--- src/rtl/big_core_cr_arb.sv ---
// Two-requester (core LSU / fabric) arbiter in front of the big_core CR memory port.
// Optional macro CR_ARB_FABRIC_WR_EN forwards fabric writes; without it they are dropped.
module big_core_cr_arb #(
    parameter int unsigned MAX_CORE_STREAK = 4,
    parameter int unsigned CR_ADDR_W       = 32
) (
    input  logic                 Clk,
    input  logic                 Rst,
    input  logic                 core_req_valid,
    input  logic                 core_req_wren,
    input  logic [CR_ADDR_W-1:0] core_req_addr,
    input  logic [31:0]          core_req_data,
    output logic                 core_req_ready,
    output logic                 core_rsp_valid,
    output logic [31:0]          core_rsp_data,
    input  logic                 fab_req_valid,
    input  logic                 fab_req_wren,
    input  logic [CR_ADDR_W-1:0] fab_req_addr,
    input  logic [31:0]          fab_req_data,
    output logic                 fab_req_ready,
    output logic                 fab_rsp_valid,
    output logic [31:0]          fab_rsp_data,
    output logic [31:0]          cr_address,
    output logic [31:0]          cr_data,
    output logic                 cr_wren,
    output logic                 cr_rden,
    input  logic [31:0]          cr_q,
    output logic                 fab_wr_drop
);

    localparam logic [0:0] StCorePri = 1'b0;
    localparam logic [0:0] StFabPri  = 1'b1;
    localparam logic [3:0] MaxStreak = 4'(MAX_CORE_STREAK);

    logic [0:0]  state_q, state_d;
    logic [3:0]  streak_q, streak_d;
    logic        grant_core, grant_fab, fab_fwd, drop_set;

    logic        s1_wr_q, s1_wr_d, s1_rd_q, s1_rd_d, s1_owner_q, s1_owner_d;
    logic [31:0] s1_addr_q, s1_addr_d, s1_data_q, s1_data_d;
    logic        s2_valid_q, s2_owner_q;
    logic        drop_q;

    always_comb begin
        grant_core = 1'b0;
        grant_fab  = 1'b0;
        if (!Rst) begin
            if (core_req_valid && fab_req_valid) begin
                if (state_q == StFabPri) grant_fab = 1'b1;
                else                     grant_core = 1'b1;
            end else begin
                grant_core = core_req_valid;
                grant_fab  = fab_req_valid;
            end
        end
    end

    assign core_req_ready = grant_core;
    assign fab_req_ready  = grant_fab;

`ifdef CR_ARB_FABRIC_WR_EN
    assign fab_fwd  = grant_fab;
    assign drop_set = 1'b0;
`else
    assign fab_fwd  = grant_fab && !fab_req_wren;
    assign drop_set = grant_fab && fab_req_wren;
`endif

    always_comb begin
        streak_d = streak_q;
        if (!fab_req_valid || grant_fab) begin
            streak_d = 4'd0;
        end else if (grant_core && streak_q != 4'hF) begin
            streak_d = streak_q + 4'd1;
        end

        state_d = state_q;
        if (state_q == StCorePri && streak_d >= MaxStreak) begin
            state_d = StFabPri;
        end else if (state_q == StFabPri && grant_fab) begin
            state_d = StCorePri;
        end
    end

    // Strobe stage loads zeros when idle so the CR port rests at 0.
    always_comb begin
        s1_wr_d    = 1'b0;
        s1_rd_d    = 1'b0;
        s1_owner_d = 1'b0;
        s1_addr_d  = '0;
        s1_data_d  = '0;
        if (grant_core) begin
            s1_wr_d   = core_req_wren;
            s1_rd_d   = !core_req_wren;
            s1_addr_d = 32'(core_req_addr);
            s1_data_d = core_req_data;
        end else if (fab_fwd) begin
            s1_wr_d    = fab_req_wren;
            s1_rd_d    = !fab_req_wren;
            s1_owner_d = 1'b1;
            s1_addr_d  = 32'(fab_req_addr);
            s1_data_d  = fab_req_data;
        end
    end

    always_ff @(posedge Clk) begin
        if (Rst) begin
            state_q    <= StCorePri;
            streak_q   <= 4'd0;
            s1_wr_q    <= 1'b0;
            s1_rd_q    <= 1'b0;
            s1_owner_q <= 1'b0;
            s1_addr_q  <= '0;
            s1_data_q  <= '0;
            s2_valid_q <= 1'b0;
            s2_owner_q <= 1'b0;
            drop_q     <= 1'b0;
        end else begin
            state_q    <= state_d;
            streak_q   <= streak_d;
            s1_wr_q    <= s1_wr_d;
            s1_rd_q    <= s1_rd_d;
            s1_owner_q <= s1_owner_d;
            s1_addr_q  <= s1_addr_d;
            s1_data_q  <= s1_data_d;
            s2_valid_q <= s1_rd_q;
            s2_owner_q <= s1_owner_q;
            drop_q     <= drop_q | drop_set;
        end
    end

    // Outputs are masked by Rst so in-flight stages die in the reset cycle itself.
    assign cr_wren    = s1_wr_q && !Rst;
    assign cr_rden    = s1_rd_q && !Rst;
    assign cr_address = Rst ? 32'd0 : s1_addr_q;
    assign cr_data    = Rst ? 32'd0 : s1_data_q;

    assign core_rsp_valid = s2_valid_q && !s2_owner_q && !Rst;
    assign fab_rsp_valid  = s2_valid_q && s2_owner_q && !Rst;
    assign core_rsp_data  = core_rsp_valid ? cr_q : 32'd0;
    assign fab_rsp_data   = fab_rsp_valid ? cr_q : 32'd0;

    assign fab_wr_drop = drop_q && !Rst;

endmodule
--- config.mk ---
export PLATFORM = sky130hd
export DESIGN_NAME = big_core_cr_arb
export DESIGN_NICKNAME = d
export VERILOG_FILES = /design/src/rtl/big_core_cr_arb.sv
export SDC_FILE = /design/constraint.sdc
export NUM_CORES = 1
export LEC_CHECK = 0
export CAP_MARGIN = 20
export CELL_PAD_IN_SITES_DETAIL_PLACEMENT = 1
export CELL_PAD_IN_SITES_GLOBAL_PLACEMENT = 1
export CORE_MARGIN = 1
export CORE_UTILIZATION = 21
export CTS_CLUSTER_DIAMETER = 80
export DETAILED_ROUTE_END_ITERATION = 16
export GPL_TIMING_DRIVEN = 0
export MAX_ROUTING_LAYER = met4
export PLACE_DENSITY = 0.9
export SYNTH_ARGS = -nofsm -noshare
export SYNTH_HDL_FRONTEND = slang
export SYNTH_SLANG_ARGS = --single-unit
--- constraint.sdc ---
create_clock -name Clk -period 1.5 [get_ports Clk]
set_input_delay 0.15 -clock Clk [delete_from_list [all_inputs] [get_ports Clk]]
set_output_delay 0.15 -clock Clk [all_outputs]
set_load 0.1 [all_outputs]
==> results.md, run 1 <==
* Final Net Count at a little over 800
* Average cell area after synthesis at a little under 10 sq um
* Internal Pwr Total at 4.140 mW
* Yosys reg bits at 75
* CORE AREA at around 0.015 sq mm
* # Max-Cap Violations at 0
* Violations in the final reports: setup timing
* Maximum buffer depth of the clock tree at 2
* Worst hold slack after final layout at 0.2400 ns
* Net switching fraction of the power at 30.01%
* Simple-gate share of the synthesized area at 29.27%
* Number of vias after detailed routing at 3845
* Worst path required time at 1.35 ns
* Count of cell types in the netlist at 31
* CTS Buf Count at 9
* Number of flops mapped to enable cells by yosys at 0
* Worst Setup End Kind: primary output
* Clock network fraction of total power at between 30% and 40%
* Number of setup violations in the final report at 65
* RSZ-0062 raised after global routing: yes
* Combinational family with the most area after synthesis: simple AND/OR/NAND/NOR gates
* Slew Limit Fails at 0
* CP Launch Type: register
* Switch Pwr at ~1.8 mW
* Power density relative to cell area at 756.3 mW/mm^2
* Antenna-violating nets left at 0
* Maximum number of pins on one net before global-route repair at 13
* Residual overflow from global routing at 0
* Slew at the pin with the worst max-slew slack at ~0.33 ns
* Max H-tree Level at 3
* GRT Overall Usage at 21.62%
* Vias in the first global route at between 4000 and 5000
* Floorplan die width at ~130 um
* Fraction of post-synthesis cell area in the top cell type by area at a little under half
* Clock slew at reported path FFs at 0.05 ns
* Wire length of the first global-routing pass at 25070 um
* Post-DP HPWL at roughly 12000 um
* Post-layout util at around 50%
* Synth cell count leaders: dfxtp_1, nor2b_1, a22o_1, and2_1, buf_2
* Starting Density at between 20% and 30%
* Number of rows in the core area at 45
* Layout overhead on the synthesized area at 134.9%
* Run status: finished with violations
* Cell leakage power at approximately 3.3 nW
* Async set-reset flop share out of synthesis at 0%
* Detailed-route wire length per cell at about 20 um
* Sequential cell area in the final layout at roughly 0.0015 sq mm
* Count of routing violations after the opening detailed-route iteration at 93
* Compound-gate portion of the synthesized area at 18.64%
* Insertion delay to the later sink of the worst-skew pair at 0.34 ns
* Filler instances at 1609
* Class of the most critical hold timing path: in -> reg
* Cells after Synth at roughly 340
* Signal arrival time at the worst endpoint at 1.52 ns
* Number of primary I/O pins at about 300
* Most frequently used cell type in the post-synthesis netlist: dfxtp_1
* Post-placement worst setup slack at -1.434 ns
* DR pass1 iterations at 3
* Combinational cell fraction of total power at roughly 27%
* Rel. slew slack at about four fifths
* Instance area after placement at between 0.006 and 0.007 sq mm
* Final cell area excluding filler cells at 0.007821 sq mm
* Total routed wirelength at between 15000 and 20000 um
* Min Clock Period, post-route at 1.667 ns
* Sequential cell fraction of total power at about 36%
* Antenna cell count at 0
* Upper clock frequency limit at between 500 and 600 MHz
* Post-synth net total at around 500
* Dominant synthesized flop cell: dfxtp_1
* CP Class: reg -> out
* Post-synthesis adder-cell area fraction at 0.3758%
* Synthesis Warnings at 0
* Final Worst Setup Slack at -0.1668 ns
* Clock skew at approximately 0.0084 ns
* Endpoints failing hold at 0
* Root Buffer: clkbuf_16
* Die Y-Extent at 127.9 um
* Cell type with the highest aggregate area in the netlist: dfxtp_1
* Synth top area cells: dfxtp_1, a22o_1, nor2b_1
* Die Outline Area at 0.01636 sq mm
* Remaining DRCs at 0
* Synth Area in XOR/XNOR at 0%
* Multi-input gate area at between 0.0015 and 0.002 sq mm
* Maximum fanout count along the critical path at 10
* Maximum resistive drop on vdd at ~0.45 mV
* Clock sinks at 75
* Gp weighted congestion at roughly 0.83
* Netlist area before placement at between 0.003 and 0.004 sq mm
* Final critical-path share of the clock period at 111.1%
* Power, Total at 5.915 mW
* Number of input and output port buffers inserted at 300
* Layout cell share with drive strength beyond 1 at between 40 and 50%
* Register area share after synthesis at 45.10%
* Multiplexer share of the synthesized area at 0.9395%
* CTS tree: done
* DR vias/cell at roughly 4.4
* Initial antenna violation count at 0
state kept, by name, indices dropped and copies added, names as in the netlist:
| register | flops |
|---|---|
| s1_addr_q | 32 |
| s1_data_q | 32 |
| streak_q | 4 |
| drop_q | 1 |
| s1_owner_q | 1 |
| s1_rd_q | 1 |
| s1_wr_q | 1 |
| s2_owner_q | 1 |
| s2_valid_q | 1 |
| state_q | 1 |
placed cells by master (no fill, tap or decap), types with 2 or more instances in the layout:
cell,count
buf_2,4
nor2b_2,8
clkdlybuf4s50_1,162
o21ai_1,2
nand2b_1,2
clkbuf_2,7
buf_6,27
nand2_1,5
dlymetal6s2s_1,2
a22o_1,64
nand3_1,2
clkbuf_8,5
dfxtp_1,72
dfxtp_2,3
clkbuf_16,9
nor2_4,2
a21o_1,2
and2_1,3
and2_4,61
buf_12,67
mux2i_1,2
buf_4,70
nor2b_1,62
layout make-up:
type,count,share of cell area (%)
repair buffers,312,46.52
plain buffers,28,3.183
clock buffers,14,3.759
clock inverters,2,0.2080
inverters,1,0.04799
well taps,211,3.375
multi-input cells,232,23.66
flip-flops and latches,75,19.24
metrics by stage:
| stage | setup TNS [ns] | instances |
|---|---|---|
| after global placement | -179.33 | 847 |
| final | -8.498 | 875 |
| after CTS | -7.661 | 873 |
| after global routing | -11.05 | 875 |
| after floorplan | -29.40 | 336 |
| after detailed placement | -188.98 | 847 |
path summary, 6_finish.rpt:
path / from / to / slack [ns] / cells past startpoint
worst max-delay path: s2_owner_q / fab_rsp_data[13] / -0.17 / 4
worst min register to register: s1_owner_q / s2_owner_q / 0.44 / 1
worst min-delay path: core_req_valid / s1_wr_q / 0.24 / 3
worst max register to register: state_q / s1_addr_q[8] / 0.06 / 6
timing repair:
| item | 4_1_cts | 5_1_grt |
|---|---|---|
| pin swaps | 24 | 4 |
| hold buffers | 0 | 0 |
| endpoints found under the hold margin | 0 | 0 |
| cloned | 5 | 0 |
| endpoints found under the setup margin | 161 | 160 |
| gates resized for setup | 1093 | 17 |
| setup buffers | 5 | 2 |
power by group through the flow:
stage	Clock, mW	Sequential, mW	Combinational, mW
finish	2.21	2.12	1.59
global route	2.34	2.12	1.66
CTS	2.27	2.12	1.59
detailed placement	0	2.16	1.52
global placement	0	2.15	1.49
floorplan	0	2.15	0.834
logic make-up after synthesis:
kind of cell,Yosys count
AND/OR/NAND/NOR,156
flip-flops,75
AO/OA/AOI/OAI,72
buffers and inverters,29
multiplexers,3
adder cells (fa/ha/maj),1
critical path: stages, from the launching register on:
cell and delay [ns]:
dfxtp_2 0.35, and3b_2 0.30, buf_6 0.17, and2_2 0.18
buf_12 0.17
routing by layer:
metal / vias up / part of all wire [%] / global-route usage, %
met3: 23 / 6.9 / 5.217
li1: 1800 / - / -
met4: 0 / 2.2 / 8.235
met2: 192 / 55 / 41.56
met5: - / 0 / -
met1: 1830 / 36 / 20.66
Note: power is estimated with default switching activity, not from simulation.
==> run 2, diff against run 1 <==
--- a/config.mk
+++ b/config.mk
@@ -8,8 +8,8 @@
 export CAP_MARGIN = 20
 export CELL_PAD_IN_SITES_DETAIL_PLACEMENT = 1
 export CELL_PAD_IN_SITES_GLOBAL_PLACEMENT = 1
-export CORE_MARGIN = 1
 export CORE_UTILIZATION = 21
+export CTS_BUF_LIST = sky130_fd_sc_hd__clkbuf_16
 export CTS_CLUSTER_DIAMETER = 80
 export DETAILED_ROUTE_END_ITERATION = 16
 export GPL_TIMING_DRIVEN = 0
==> results.md, run 2 (synthesis gave the netlist of run 1 again) <==
* Maximum fanout count along the critical path at 10
* Slew at the pin with the worst max-slew slack at 0.3299 ns
* GRT Overall Usage at a little over a fifth
* Detailed-route wire length per cell at between 15 and 20 um
* Maximum resistive drop on vdd at 0.4529 mV
* Residual overflow from global routing at 0
* Antenna-violating nets left at 0
* Most common cell after layout, fill and taps aside: clkdlybuf4s50_1
* Critical-path cell list: and3b_2 > buf_6 > and2_4 > buf_12
* Endpoints failing hold at 0
* Final Net Count at between 800 and 900
* Maximum buffer depth of the clock tree at 2
* Layout overhead on the synthesized area at 133.4%
* DR pass1 iterations at 4
* Min Clock Period, post-route at between 1.5 and 2 ns
* Post-DP HPWL at approximately 12000 um
* Hold buffers post-CTS at 0
* Filler instances at between 1500 and 2000
* Max H-tree Level at 3
* Final cell area excluding filler cells at 0.007771 sq mm
* Upper clock frequency limit at 601.2 MHz
* Final Worst Setup Slack at -0.1633 ns
* Cell leakage power at ~3.3 nW
* Violations in the final reports: setup timing
* Number of primary I/O pins at between 300 and 400
* Count of routing violations after the opening detailed-route iteration at 89
* Gp weighted congestion at about 0.83
* Biggest regs: s1_addr_q: 32 flops, s1_data_q: 32 flops, streak_q: 4 flops
* Instance area after placement at just under 0.007 sq mm
* Wire length of the first global-routing pass at approximately 25000 um
* Floorplan die width at 127.9 um
* Setup slack on the worst flop-to-flop path at roughly 0.070 ns
* Total routed wirelength at 17360 um
* Slew Limit Fails at 0
* Clock slew at reported path FFs at around 0.050 ns
* Number of input and output port buffers inserted at 300
* Number of rows in the core area at 45
* Die Y-Extent at between 100 and 150 um
* CTS tree: done
* Run status: finished with violations
* Antenna cell count at 0
* Class of the most critical hold timing path: in -> reg
* Initial antenna violation count at 0
* Commonest non-fill, non-tap cells in the layout: clkdlybuf4s50_1, dfxtp_1, buf_4
* RSZ-0062 raised after global routing: yes
* Root Buffer: clkbuf_16
* Starting Density at between 20% and 30%
* Remaining DRCs at 0
* CTS Buf Count at 9
* Insertion delay to the later sink of the worst-skew pair at 0.34 ns
* Slowest cell delay on critical path at between 0.3 and 0.4 ns
* Number of vias after detailed routing at around 3900
* CP max stage cell: dfxtp_2
* CORE AREA at about 0.015 sq mm
* # Max-Cap Violations at 0
* Worst path required time at 1.35 ns
* Layout cell share with drive strength beyond 1 at between 40% and 50%
* Post-Route Setup TNS at -8.484 ns
* CP Launch Type: register
* Power density relative to cell area at roughly 730 mW/mm^2
* Worst Setup End Kind: primary output
* Clock sinks at 75
* Die Outline Area at approximately 0.016 sq mm
* Maximum number of pins on one net before global-route repair at 13
* Final critical-path share of the clock period at 110.9%
* Signal arrival time at the worst endpoint at between 1.5 and 2 ns
* Vias in the first global route at about 4300
* CP Class: reg -> out
* Rel. slew slack at 78.01%
* Clock skew at ~0.008 ns
* Number of setup violations in the final report at 66
* DR vias/cell at approximately 4.4
-- run 2: cell count changes in the layout (fill, tap and decap cells not counted), sizes merged --
cell / previous run / this run
clkbuf: 21 / 16
clkinv: 1 / 6
-- run 2: report_power, final --
group	switching [mW]	internal [mW]	total, mW
clock network	0.843	1.09	1.94
logic	0.898	0.699	1.60
registers	0.0243	2.09	2.12
-- run 2: critical path, delay by kind of cell, from the launching register on --
| family | cells | cell delay [ns] |
|---|---|---|
| and+or+nand+nor | 2 | 0.48 |
| DFF | 1 | 0.35 |
| buffers and inverters | 2 | 0.34 |
-- run 2: final cells by class --
class                           instances  area [sq um]  share of cell area (%)
Inverter                                1         3.754                 0.04830
Timing Repair Buffer                  312          3638                   46.82
Clock inverter                          7         35.03                  0.4508
Buffer                                 28         249.0                   3.204
Tap cell                              211         264.0                   3.397
Sequential cell                        75          1505                   19.37
Clock buffer                            9         225.2                   2.898
Multi-Input combinational cell        232          1851                   23.81
-- run 2: what timing repair did --
action / in CTS / in global routing
endpoints found under the setup margin: 161 / 161
pin swaps: 24 / 5
setup buffers: 5 / 2
endpoints found under the hold margin: 0 / 0
cloned: 5 / 0
resized for setup: 1093 / 17
-- run 2: through the flow --
stage / worst slack [ns] / util (%) / hold slack, ns / power, mW / cells
after floorplan: -0.4960 / - / 0.2604 / 2.980 / 336
after global placement: -1.409 / 43.90 / 0.4197 / 3.640 / 847
after detailed placement: -1.434 / 43.90 / 0.4319 / 3.677 / 847
after CTS: -0.1462 / 50.41 / 0.3847 / 5.706 / 873
after global routing: -0.2034 / 50.74 / 0.2566 / 5.850 / 875
final: -0.1633 / 50.74 / 0.2407 / 5.649 / 875
-- run 2: final timing paths --
check / cells past startpoint / to / startpoint
hold / removal: 3 / s1_wr_q / core_req_valid
hold reg to reg: 1 / s2_owner_q / s1_owner_q
setup / recovery: 4 / fab_rsp_data[28] / s2_owner_q
setup reg to reg: 6 / s1_addr_q[2] / state_q
-- run 2: layer usage --
layer / vias up / global-route usage [%] / wire [um]
li1: 1801 / - / -
met3: 25 / 5.175 / 1194
met5: - / - / 0
met1: 1830 / 20.49 / 6113
met4: 0 / 8.720 / 418
met2: 202 / 41.94 / 9633
==> run 3, diff against run 2 <==
--- a/config.mk
+++ b/config.mk
@@ -15,6 +15,7 @@
 export GPL_TIMING_DRIVEN = 0
 export MAX_ROUTING_LAYER = met4
 export PLACE_DENSITY = 0.9
+export REMOVE_ABC_BUFFERS = 1
 export SYNTH_ARGS = -nofsm -noshare
 export SYNTH_HDL_FRONTEND = slang
 export SYNTH_SLANG_ARGS = --single-unit
==> results.md, run 3 (synthesis gave the netlist of run 1 again) <==
* Total routed wirelength at approximately 18000 um
* Min Clock Period, post-route at ~1.7 ns
* Number of rows in the core area at 45
* Upper clock frequency limit at roughly 580 MHz
* DR pass1 iterations at 4
* Power density relative to cell area at roughly 800 mW/mm^2
* Number of cells after detailed placement at ~830
* Layout overhead on the synthesized area at 132.7%
* # Max-Cap Violations at 0
* Worst path required time at 1.35 ns
* Filler instances at roughly 1600
* Biggest regs: s1_addr_q: 32 flops, s1_data_q: 32 flops, streak_q: 4 flops
* Gp weighted congestion at 0.7920
* Run status: finished with violations
* RSZ-0062 raised after global routing: yes
* Endpoints failing hold at 0
* Final critical-path share of the clock period at 115.5%
* Worst Setup End Kind: primary output
* Die Outline Area at ~0.016 sq mm
* DR vias/cell at ~4.5
* GRT Overall Usage at between 20% and 30%
* Vias in the first global route at around 4300
* Initial antenna violation count at 0
* Maximum number of pins on one net before global-route repair at 46
* Floorplan die width at around 130 um
* Slew Limit Fails at 0
* Rel. slew slack at around 66%
* Slew at the pin with the worst max-slew slack at 0.5144 ns
* Layout cell share with drive strength beyond 1 at 39.51%
* Post-layout util at 50.60%
* Detailed-route wire length per cell at 20.91 um
* Violations in the final reports: setup timing
* Worst hold slack after final layout at between 0.2 and 0.3 ns
* Clock sinks at 75
* Clock slew at reported path FFs at 0.06 ns
* Maximum buffer depth of the clock tree at 2
* Residual overflow from global routing at 0
* Antenna cell count at 0
* Number of input and output port buffers inserted at 300
* Final Net Count at 815
* Most common cell after layout, fill and taps aside: clkdlybuf4s50_1
* CORE AREA at about 0.015 sq mm
* Final cell area excluding filler cells at 0.007749 sq mm
* CP Class: reg -> out
* Antenna-violating nets left at 0
* Post-DP HPWL at approximately 11000 um
* Count of routing violations after the opening detailed-route iteration at between 100 and 150
* Class of the most critical hold timing path: in -> reg
* Max H-tree Level at 3
* Number of setup violations in the final report at between 60 and 70
* Instance area after placement at between 0.006 and 0.007 sq mm
* Root Buffer: clkbuf_16
* Final std cells w/o fill at 864
* Number of vias after detailed routing at just under 4000
* Maximum fanout count along the critical path at 7
* Die Y-Extent at ~130 um
* Commonest non-fill, non-tap cells in the layout: clkdlybuf4s50_1, dfxtp_1, nor2b_1, buf_12, buf_2
* Insertion delay to the later sink of the worst-skew pair at roughly 0.34 ns
* Wire length of the first global-routing pass at about 25000 um
* Starting Density at between 20% and 30%
* Maximum resistive drop on vdd at around 0.43 mV
* Post-Route Setup TNS at -11.66 ns
* Final Worst Setup Slack at -0.2322 ns
* Remaining DRCs at 0
* CP Launch Type: register
* CTS Buf Count at 9
* Clock skew at 0.006386 ns
* CTS tree: done
* Signal arrival time at the worst endpoint at between 1.5 and 2 ns
* Number of primary I/O pins at ~300
* Cell leakage power at 3.327 nW
## run 3: cell count changes in the layout (fill, tap and decap cells not counted), sizes merged
cell | before | now
inv | 1 | 2
clkbuf | 16 | 14
and3b | 1 | 4
buf | 169 | 156
nor2 | 3 | 4
bufinv | 0 | 4
clkinvlp | 1 | 0
clkinv | 6 | 2
clkdlybuf4s50 | 162 | 163
dlymetal6s2s | 2 | 1
## run 3: stage by stage
stage	worst slack, ns	power (mW)
4_1_cts	-0.2192	6.399
5_1_grt	-0.2833	6.582
3_3_place_gp	-5.132	3.598
2_1_floorplan	-1.646	2.920
3_5_place_dp	-1.725	3.647
6_report	-0.2322	6.359
## run 3: per-layer routing
layer  track usage, %  routed length (um)  vias up
met4            7.958                 465        0
met3            5.509                1327       29
met1            21.47                6712     1886
li1                 -                   -     1782
met2            40.86                9559      224
met5                -                   0        -
## run 3: power breakdown
| group | switching (mW) | total, mW | internal (mW) | leakage (nW) |
|---|---|---|---|---|
| clock network | 0.886 | 2.68 | 1.79 | 0.181 |
| logic | 0.901 | 1.57 | 0.665 | 2.53 |
| registers | 0.0253 | 2.11 | 2.09 | 0.619 |
| total | 1.81 | 6.36 | 4.55 | 3.33 |
## run 3: layout make-up
cell class	instances	area [sq um]	share of cell area, %
Multi-Input combinational cell	236	1877	24.22
Sequential cell	75	1509	19.47
Tap cell	211	264.0	3.407
Clock inverter	7	141.4	1.825
Inverter	1	3.754	0.04844
Timing Repair Buffer	325	3729	48.12
Clock buffer	9	225.2	2.907
## run 3: critical path, stage by stage (launching register included)
cell and delay (ns):
dfxtp_4 0.35, nor3b_4 0.20, buf_6 0.20, clkbuf_16 0.17, and2_4 0.15, buf_12 0.17
## run 3: what timing repair did
| action | 4_1_cts | 5_1_grt |
|---|---|---|
| setup endpoints to repair | 201 | 125 |
| pin swaps | 25 | 10 |
| resized for setup | 973 | 73 |
| buffers inserted | 5 | 8 |
| cloned | 7 | 3 |
| hold buffers | 0 | 0 |
## run 3: worst paths after layout
path	startpoint	end	slack [ns]	depth (start not counted)
setup / recovery	s2_valid_q	core_rsp_data[24]	-0.23	5
hold / removal	Rst	s2_owner_q	0.27	2
setup reg to reg	state_q	s1_data_q[21]	0.01	5
hold reg to reg	s1_owner_q	s2_owner_q	0.45	1
